==> src/rtl/key_sel_gen_pkg.sv <==
// key_sel_gen_pkg: shared defaults, index type and index step helper for the selector/decoder path
package key_sel_gen_pkg;
    localparam int unsigned CNT_MAX_DEF  = 999_999;
    localparam int unsigned STEP_MAX_DEF = 24_999_999;
    localparam int          IDX_W        = 3;
    typedef logic [IDX_W-1:0] idx_t;
    localparam idx_t IDX_RST = '0;
    // Manual step: up-only +1, down-only -1, both or neither leave the index alone
    function automatic idx_t idx_step(idx_t i, logic up, logic dn);
        return (up && !dn) ? i + idx_t'(1) : ((dn && !up) ? i - idx_t'(1) : i);
    endfunction
endpackage

==> src/rtl/key_sel_gen_if.sv <==
// key_sel_gen_if: raw push-buttons in, registered decoder select and mode out
interface key_sel_gen_if;
    logic key_up;
    logic key_dn;
    logic key_mode;
    logic sel1;
    logic sel2;
    logic sel3;
    logic auto_mode;
    modport master (output key_up, key_dn, key_mode, input sel1, sel2, sel3, auto_mode);
    modport slave  (input key_up, key_dn, key_mode, output sel1, sel2, sel3, auto_mode);
endinterface

==> src/rtl/key_sel_gen_key_filter.sv <==
// key_filter: two-flop synchroniser plus debounce counter, one-cycle flag per stable press
module key_filter
    import key_sel_gen_pkg::*;
#(
    parameter int unsigned CNT_MAX = CNT_MAX_DEF
) (
    input  logic sys_clk,
    input  logic sys_rst_n,
    input  logic key_n,
    output logic flag
);
    localparam int              CNT_W    = $clog2(CNT_MAX);
    localparam logic [CNT_W-1:0] CNT_TOP  = CNT_W'(CNT_MAX - 1);
    localparam logic [CNT_W-1:0] CNT_FIRE = CNT_W'(CNT_MAX - 2);
    logic [1:0]       sync_q, sync_d;
    logic [CNT_W-1:0] cnt_q, cnt_d;
    // Shift the raw key in, restart the window on any high sample, flag once just before saturation
    always_comb begin
        sync_d = {sync_q[0], key_n};
        cnt_d  = sync_q[1] ? '0 : (cnt_q == CNT_TOP ? cnt_q : cnt_q + CNT_W'(1));
        flag   = !sync_q[1] && (cnt_q == CNT_FIRE);
    end
    // Released-key state on reset so no phantom press appears after release
    always_ff @(posedge sys_clk or negedge sys_rst_n) begin
        if (!sys_rst_n) begin
            sync_q <= 2'b11;
            cnt_q  <= '0;
        end else begin
            sync_q <= sync_d;
            cnt_q  <= cnt_d;
        end
    end
endmodule

==> src/rtl/key_sel_gen.sv <==
// key_sel_gen: debounced up/down/mode keys drive a registered 3-bit decoder index with auto-step
module key_sel_gen
    import key_sel_gen_pkg::*;
#(
    parameter int unsigned CNT_MAX  = CNT_MAX_DEF,
    parameter int unsigned STEP_MAX = STEP_MAX_DEF
) (
    input  logic          sys_clk,
    input  logic          sys_rst_n,
    key_sel_gen_if.slave  bus
);
    localparam int               STEP_W   = $clog2(STEP_MAX);
    localparam logic [STEP_W-1:0] STEP_TOP = STEP_W'(STEP_MAX - 1);
    logic up_f, dn_f, mode_f, tick, any_f;
    idx_t idx_q, idx_d;
    logic auto_q, auto_d;
    logic [STEP_W-1:0] step_q, step_d;
    key_filter #(.CNT_MAX(CNT_MAX)) u_up   (.sys_clk(sys_clk), .sys_rst_n(sys_rst_n), .key_n(bus.key_up),   .flag(up_f));
    key_filter #(.CNT_MAX(CNT_MAX)) u_dn   (.sys_clk(sys_clk), .sys_rst_n(sys_rst_n), .key_n(bus.key_dn),   .flag(dn_f));
    key_filter #(.CNT_MAX(CNT_MAX)) u_mode (.sys_clk(sys_clk), .sys_rst_n(sys_rst_n), .key_n(bus.key_mode), .flag(mode_f));
    // Manual keys win over the auto tick; any key, tick or mode toggle restarts the step period
    always_comb begin
        tick   = auto_q && (step_q == STEP_TOP);
        any_f  = up_f || dn_f;
        idx_d  = any_f ? idx_step(idx_q, up_f, dn_f) : (tick ? idx_q + idx_t'(1) : idx_q);
        auto_d = auto_q ^ mode_f;
        step_d = (!auto_q || mode_f || any_f || tick) ? '0 : step_q + STEP_W'(1);
    end
    // All outputs come straight from these flops
    always_ff @(posedge sys_clk or negedge sys_rst_n) begin
        if (!sys_rst_n) begin
            idx_q  <= IDX_RST;
            auto_q <= 1'b0;
            step_q <= '0;
        end else begin
            idx_q  <= idx_d;
            auto_q <= auto_d;
            step_q <= step_d;
        end
    end
    assign bus.sel1      = idx_q[2];
    assign bus.sel2      = idx_q[1];
    assign bus.sel3      = idx_q[0];
    assign bus.auto_mode = auto_q;
endmodule

==> src/flat_wrapper.sv <==
// flat-port wrapper written by rule: the top's interface ports become plain ports
module key_sel_gen_flat import key_sel_gen_pkg::*;
#(
    parameter int unsigned CNT_MAX  = CNT_MAX_DEF,
    parameter int unsigned STEP_MAX = STEP_MAX_DEF
)
  (sys_clk, sys_rst_n, bus_key_up, bus_key_dn, bus_key_mode, bus_sel1, bus_sel2, bus_sel3, bus_auto_mode);
  key_sel_gen_if bus_i ();
  input  logic sys_clk;
  input  logic sys_rst_n;
  input wire logic [$bits(bus_i.key_up)-1:0] bus_key_up;
  input wire logic [$bits(bus_i.key_dn)-1:0] bus_key_dn;
  input wire logic [$bits(bus_i.key_mode)-1:0] bus_key_mode;
  output wire logic [$bits(bus_i.sel1)-1:0] bus_sel1;
  output wire logic [$bits(bus_i.sel2)-1:0] bus_sel2;
  output wire logic [$bits(bus_i.sel3)-1:0] bus_sel3;
  output wire logic [$bits(bus_i.auto_mode)-1:0] bus_auto_mode;
  assign bus_i.key_up = bus_key_up;
  assign bus_i.key_dn = bus_key_dn;
  assign bus_i.key_mode = bus_key_mode;
  assign bus_sel1 = bus_i.sel1;
  assign bus_sel2 = bus_i.sel2;
  assign bus_sel3 = bus_i.sel3;
  assign bus_auto_mode = bus_i.auto_mode;
  key_sel_gen #(.CNT_MAX(CNT_MAX), .STEP_MAX(STEP_MAX)) u_core (.sys_clk(sys_clk), .sys_rst_n(sys_rst_n), .bus(bus_i));
endmodule
==> config.mk <==
export PLATFORM = sky130hd
export DESIGN_NAME = key_sel_gen_flat
export DESIGN_NICKNAME = d
export VERILOG_FILES = /design/src/rtl/key_sel_gen_pkg.sv /design/src/rtl/key_sel_gen_if.sv /design/src/rtl/key_sel_gen_key_filter.sv /design/src/rtl/key_sel_gen.sv /design/src/flat_wrapper.sv
export SDC_FILE = /design/constraint.sdc
export NUM_CORES = 1
export LEC_CHECK = 0
export ABC_AREA = 0
export ABC_CLOCK_PERIOD_IN_PS = 2500
export CORE_MARGIN = 8
export CORE_UTILIZATION = 63
export CTS_BUF_LIST = sky130_fd_sc_hd__clkbuf_8
export CTS_CLUSTER_SIZE = 24
export DETAILED_ROUTE_END_ITERATION = 12
export PLACE_DENSITY_LB_ADDON = 0.08
export SYNTH_ARGS = -nofsm -noshare
export SYNTH_HDL_FRONTEND = slang
export SYNTH_SLANG_ARGS = --single-unit
==> constraint.sdc <==
create_clock -name sys_clk -period 2.5 [get_ports sys_clk]
set_input_delay 0.625 -clock sys_clk [delete_from_list [all_inputs] [get_ports sys_clk]]
set_output_delay 0.625 -clock sys_clk [all_outputs]
set_load 0.05 [all_outputs]
==> impl_metrics.tcl, run 1 <==
set metrics [dict create \
    floorplan.die_area_sq_mm 0.0111 \
    clock_sink_count 95 \
    worst_pin_slew_ps 633 \
    global_placer_s_final_weighted_congestion 0.786 \
    final_cell_mix "nor2_1, dfrtp_1, xnor2_1, inv_1, nand3_1" \
    synth_area_leaders "dfrtp_1, xnor2_1, nor2_1, ha_1, xor2_1" \
    min_period_ps 2410 \
    worst_hold_slack_ps 263 \
    synth_sequential_area_ratio_pct 47.5 \
    drtIter0Drc 90 \
    via_density_per_instance 5.67 \
    numCtsBuffers 9 \
    vias 3702 \
    async_flop_share_pct 100 \
    crit_path_cell_trace "or4_4 -> nor4_4 -> nand3b_1 -> ha_1 -> nor2_1 -> mux2i_1 -> a21oi_1 -> xor2_1" \
    grt_max_degree 49 \
    drc 0 \
    yosys.area_share.simple_pct 27.1 \
    synth_top_flop_cell "dfrtp_1" \
    slew-limit-headroom_pct 57.8 \
    ctsHoldBuffers 0 \
    fillers 570 \
    core_sq_mm 0.00773 \
    nets 568 \
    drv_cap 0 \
    timing.critical_path.from_type "register" \
    p_leak_nw 2.24 \
    hpwlAfterDp_um 6460 \
    rows 32 \
    grt_antenna_before_repair 0 \
    total_power_mw 2.58 \
    die_height_um 105 \
    clock_tree_from_tritoncts "yes" \
    grt_pass1_wl_um 16800 \
    achievable-frequency_ghz 0.415 \
    ys_ff_latch 95 \
    combinational_family_with_the_most_area_after_synthesis "simple AND/OR/NAND/NOR gates" \
    critical-path-max-stage-delay_ps 570 \
    post_synth_xor_area_fraction_pct 11.5 \
    worst_clock_skew_ps 15.3 \
    rsz_0062_raised_after_global_routing "no" \
    number_of_nets_in_the_synthesized_netlist 545 \
    detail-route-antenna-nets 0 \
    crit_type "register to register" \
    warnings_from_yosys 0 \
    synthesis.area_sq_mm 0.00502 \
    adder_cell_share_of_the_synthesized_area_pct 3.99 \
    critical-path-slowest-cell "or4_4" \
    timing_max_transition_violations_final 0 \
    share_of_the_clock_period_used_by_the_worst_path_pct 96.4 \
    post_synth_inst_count 524 \
    chipWidth_um 105 \
    cp_data_arrival_time_ps 2640 \
    synthMuxAreaShare_pct 0.873 \
    worst_skew_pair.late_latency_ps 360 \
    cts.path.max_buffers 2 \
    synth.largest_area_cell "dfrtp_1" \
    worst_ep_required_time_ps 2730 \
    final_layout_size_suffix_gt1_share_pct 10.3 \
    proportion_of_netlist_area_held_by_the_largest_area_contributor_pct 44.4 \
    area.growth.synth_to_final_pct 9.95 \
    post_synth_num_cell_types 46 \
    wire_length_reported_by_the_detailed_router_um 9430 \
    synth_compound_area_share_pct 5.44 \
    finalSetupViolations 0 \
    worstPathMaxFanout 4 \
    worstHoldPathType "primary input to async pin" \
    syn_avg_cell_area_sq_um 9.57 \
    grt_util_all_layers_pct 17.9 \
    end_kind "register" \
    p_per_area_mw_per_mm2 468 \
    htreeDepth 3 \
    hold_viol 0 \
    setup_tns_after_final_layout_ps 0 \
    floorplan.initialDensity_pct 64.9 \
    firstDrtPassIters 4 \
    antenna_cells_inserted 0 \
    synth-edff-count 0 \
    port-buffer-count 8 \
    outcome "complete, no violations" \
    number_of_global_route_vias_before_repair 3683 \
    grt.overflow.total 0 \
    vdd.ir_drop.worst_v 0.000362 \
    root_buffer "clkbuf_8" \
    detail_route.wl_per_cell_um 14.4 \
    clk_pin_slew_ps 100 \
    io-pin-count 9 \
]
worst paths after layout:
path	start	endpoint	slack (ps)	cells past startpoint
max in group asynchronous	sys_rst_n	u_core.u_mode.cnt_q[6]$_DFFE_PN0P_	1590	2
worst min register to register	u_core.u_mode.sync_q[0]$_DFF_PN1_	u_core.u_mode.sync_q[1]$_DFF_PN1_	360	0
worst min-delay path	sys_rst_n	u_core.u_up.cnt_q[16]$_DFFE_PN0P_	260	1
worst max register to register	u_core.u_up.cnt_q[11]$_DFFE_PN0P_	u_core.idx_q[2]$_DFFE_PN0P_	90	8
worst max-delay path	u_core.u_up.cnt_q[11]$_DFFE_PN0P_	u_core.idx_q[2]$_DFFE_PN0P_	90	8
min in group sys_clk	u_core.u_mode.sync_q[0]$_DFF_PN1_	u_core.u_mode.sync_q[1]$_DFF_PN1_	360	0
critical path, delay by kind of cell, from the launching register on:
kind | cells | cell delay, ps
flip-flops | 1 | 420
adder cells (fa/ha/maj) | 1 | 280
multiplexers | 1 | 190
XOR/XNOR | 1 | 140
AND/OR/NAND/NOR | 4 | 1190
AO/OA/AOI/OAI | 1 | 60
per-stage QoR:
step / worst slack, ps / util [%] / cells / cell area, sq um
4_1_cts: 14.3 / 71.0 / 652 / 5490
6_report: 89.1 / 71.4 / 653 / 5520
5_1_grt: 7.13 / 71.4 / 653 / 5520
3_5_place_dp: 0.350 / 68.7 / 637 / 5310
2_1_floorplan: 157 / - / 524 / 5020
3_3_place_gp: 77.3 / 68.7 / 637 / 5310
final cells by class:
| cell class | instances | area [sq um] | area share [%] |
|---|---|---|---|
| Inverter | 31 | 116 | 2.11 |
| Timing Repair Buffer | 26 | 238 | 4.31 |
| Clock buffer | 9 | 124 | 2.25 |
| Clock inverter | 6 | 47.5 | 0.862 |
| Multi-Input combinational cell | 384 | 2480 | 44.9 |
| Sequential cell | 95 | 2380 | 43.2 |
| Tap cell | 102 | 128 | 2.31 |
where the power goes:
group / leakage, nW / total, mW / internal (mW) / switching, mW
Combinational: 0.863 / 0.101 / 0.0341 / 0.0670
Sequential: 1.30 / 1.57 / 1.56 / 0.0172
Clock: 0.0739 / 0.909 / 0.361 / 0.548
registers in the layout, indices dropped and copies added (netlist names):
| signal | flops |
|---|---|
| u_core.step_q | 25 |
| u_core.u_dn.cnt_q | 20 |
| u_core.u_mode.cnt_q | 20 |
| u_core.u_up.cnt_q | 20 |
| u_core.idx_q | 3 |
| u_core.u_dn.sync_q | 2 |
| u_core.u_mode.sync_q | 2 |
| u_core.u_up.sync_q | 2 |
| u_core.bus.auto_mode | 1 |
cell families (layout without fill, tap and decap cells):
logic type / count (synthesis) / in the layout
compound gates: 47 / 47
xor+xnor: 66 / 66
buf+inv: 45 / 72
flops: 95 / 95
fa+ha+maj: 16 / 16
mux: 4 / 4
simple gates: 251 / 251
routing by layer:
metal	vias to the layer above	wire length, um	track usage [%]
met2	44	4550	29.5
li1	1851	-	-
met1	1801	4580	23.6
met4	0	78	4.59
met5	-	0	0
met3	6	229	3.65
synthesized netlist by cell type, types with 16 or more instances:
cell      n
dfrtp_1  89
nor2_1   89
xnor2_1  45
inv_1    31
nand3_1  29
nand2_1  26
nand4_1  21
xor2_1   21
nor3_1   17
a21oi_1  16
ha_1     16
o21ai_0  16
repair_timing:
action,CTS,global route
buffers inserted,0,1
resized for setup,1,5
setup endpoints to repair,3,26
pin swaps,0,1
No activity file was read; power rests on OpenSTA's default activity.
==> run 2: changes to the inputs <==
--- a/config.mk
+++ b/config.mk
@@ -7,6 +7,7 @@
 export LEC_CHECK = 0
 export ABC_AREA = 0
 export ABC_CLOCK_PERIOD_IN_PS = 2500
+export CAP_MARGIN = 30
 export CORE_MARGIN = 8
 export CORE_UTILIZATION = 63
 export CTS_BUF_LIST = sky130_fd_sc_hd__clkbuf_8
==> results of run 2 <==
Same layout as run 1: the final DEF is identical, and so are final timing and power.
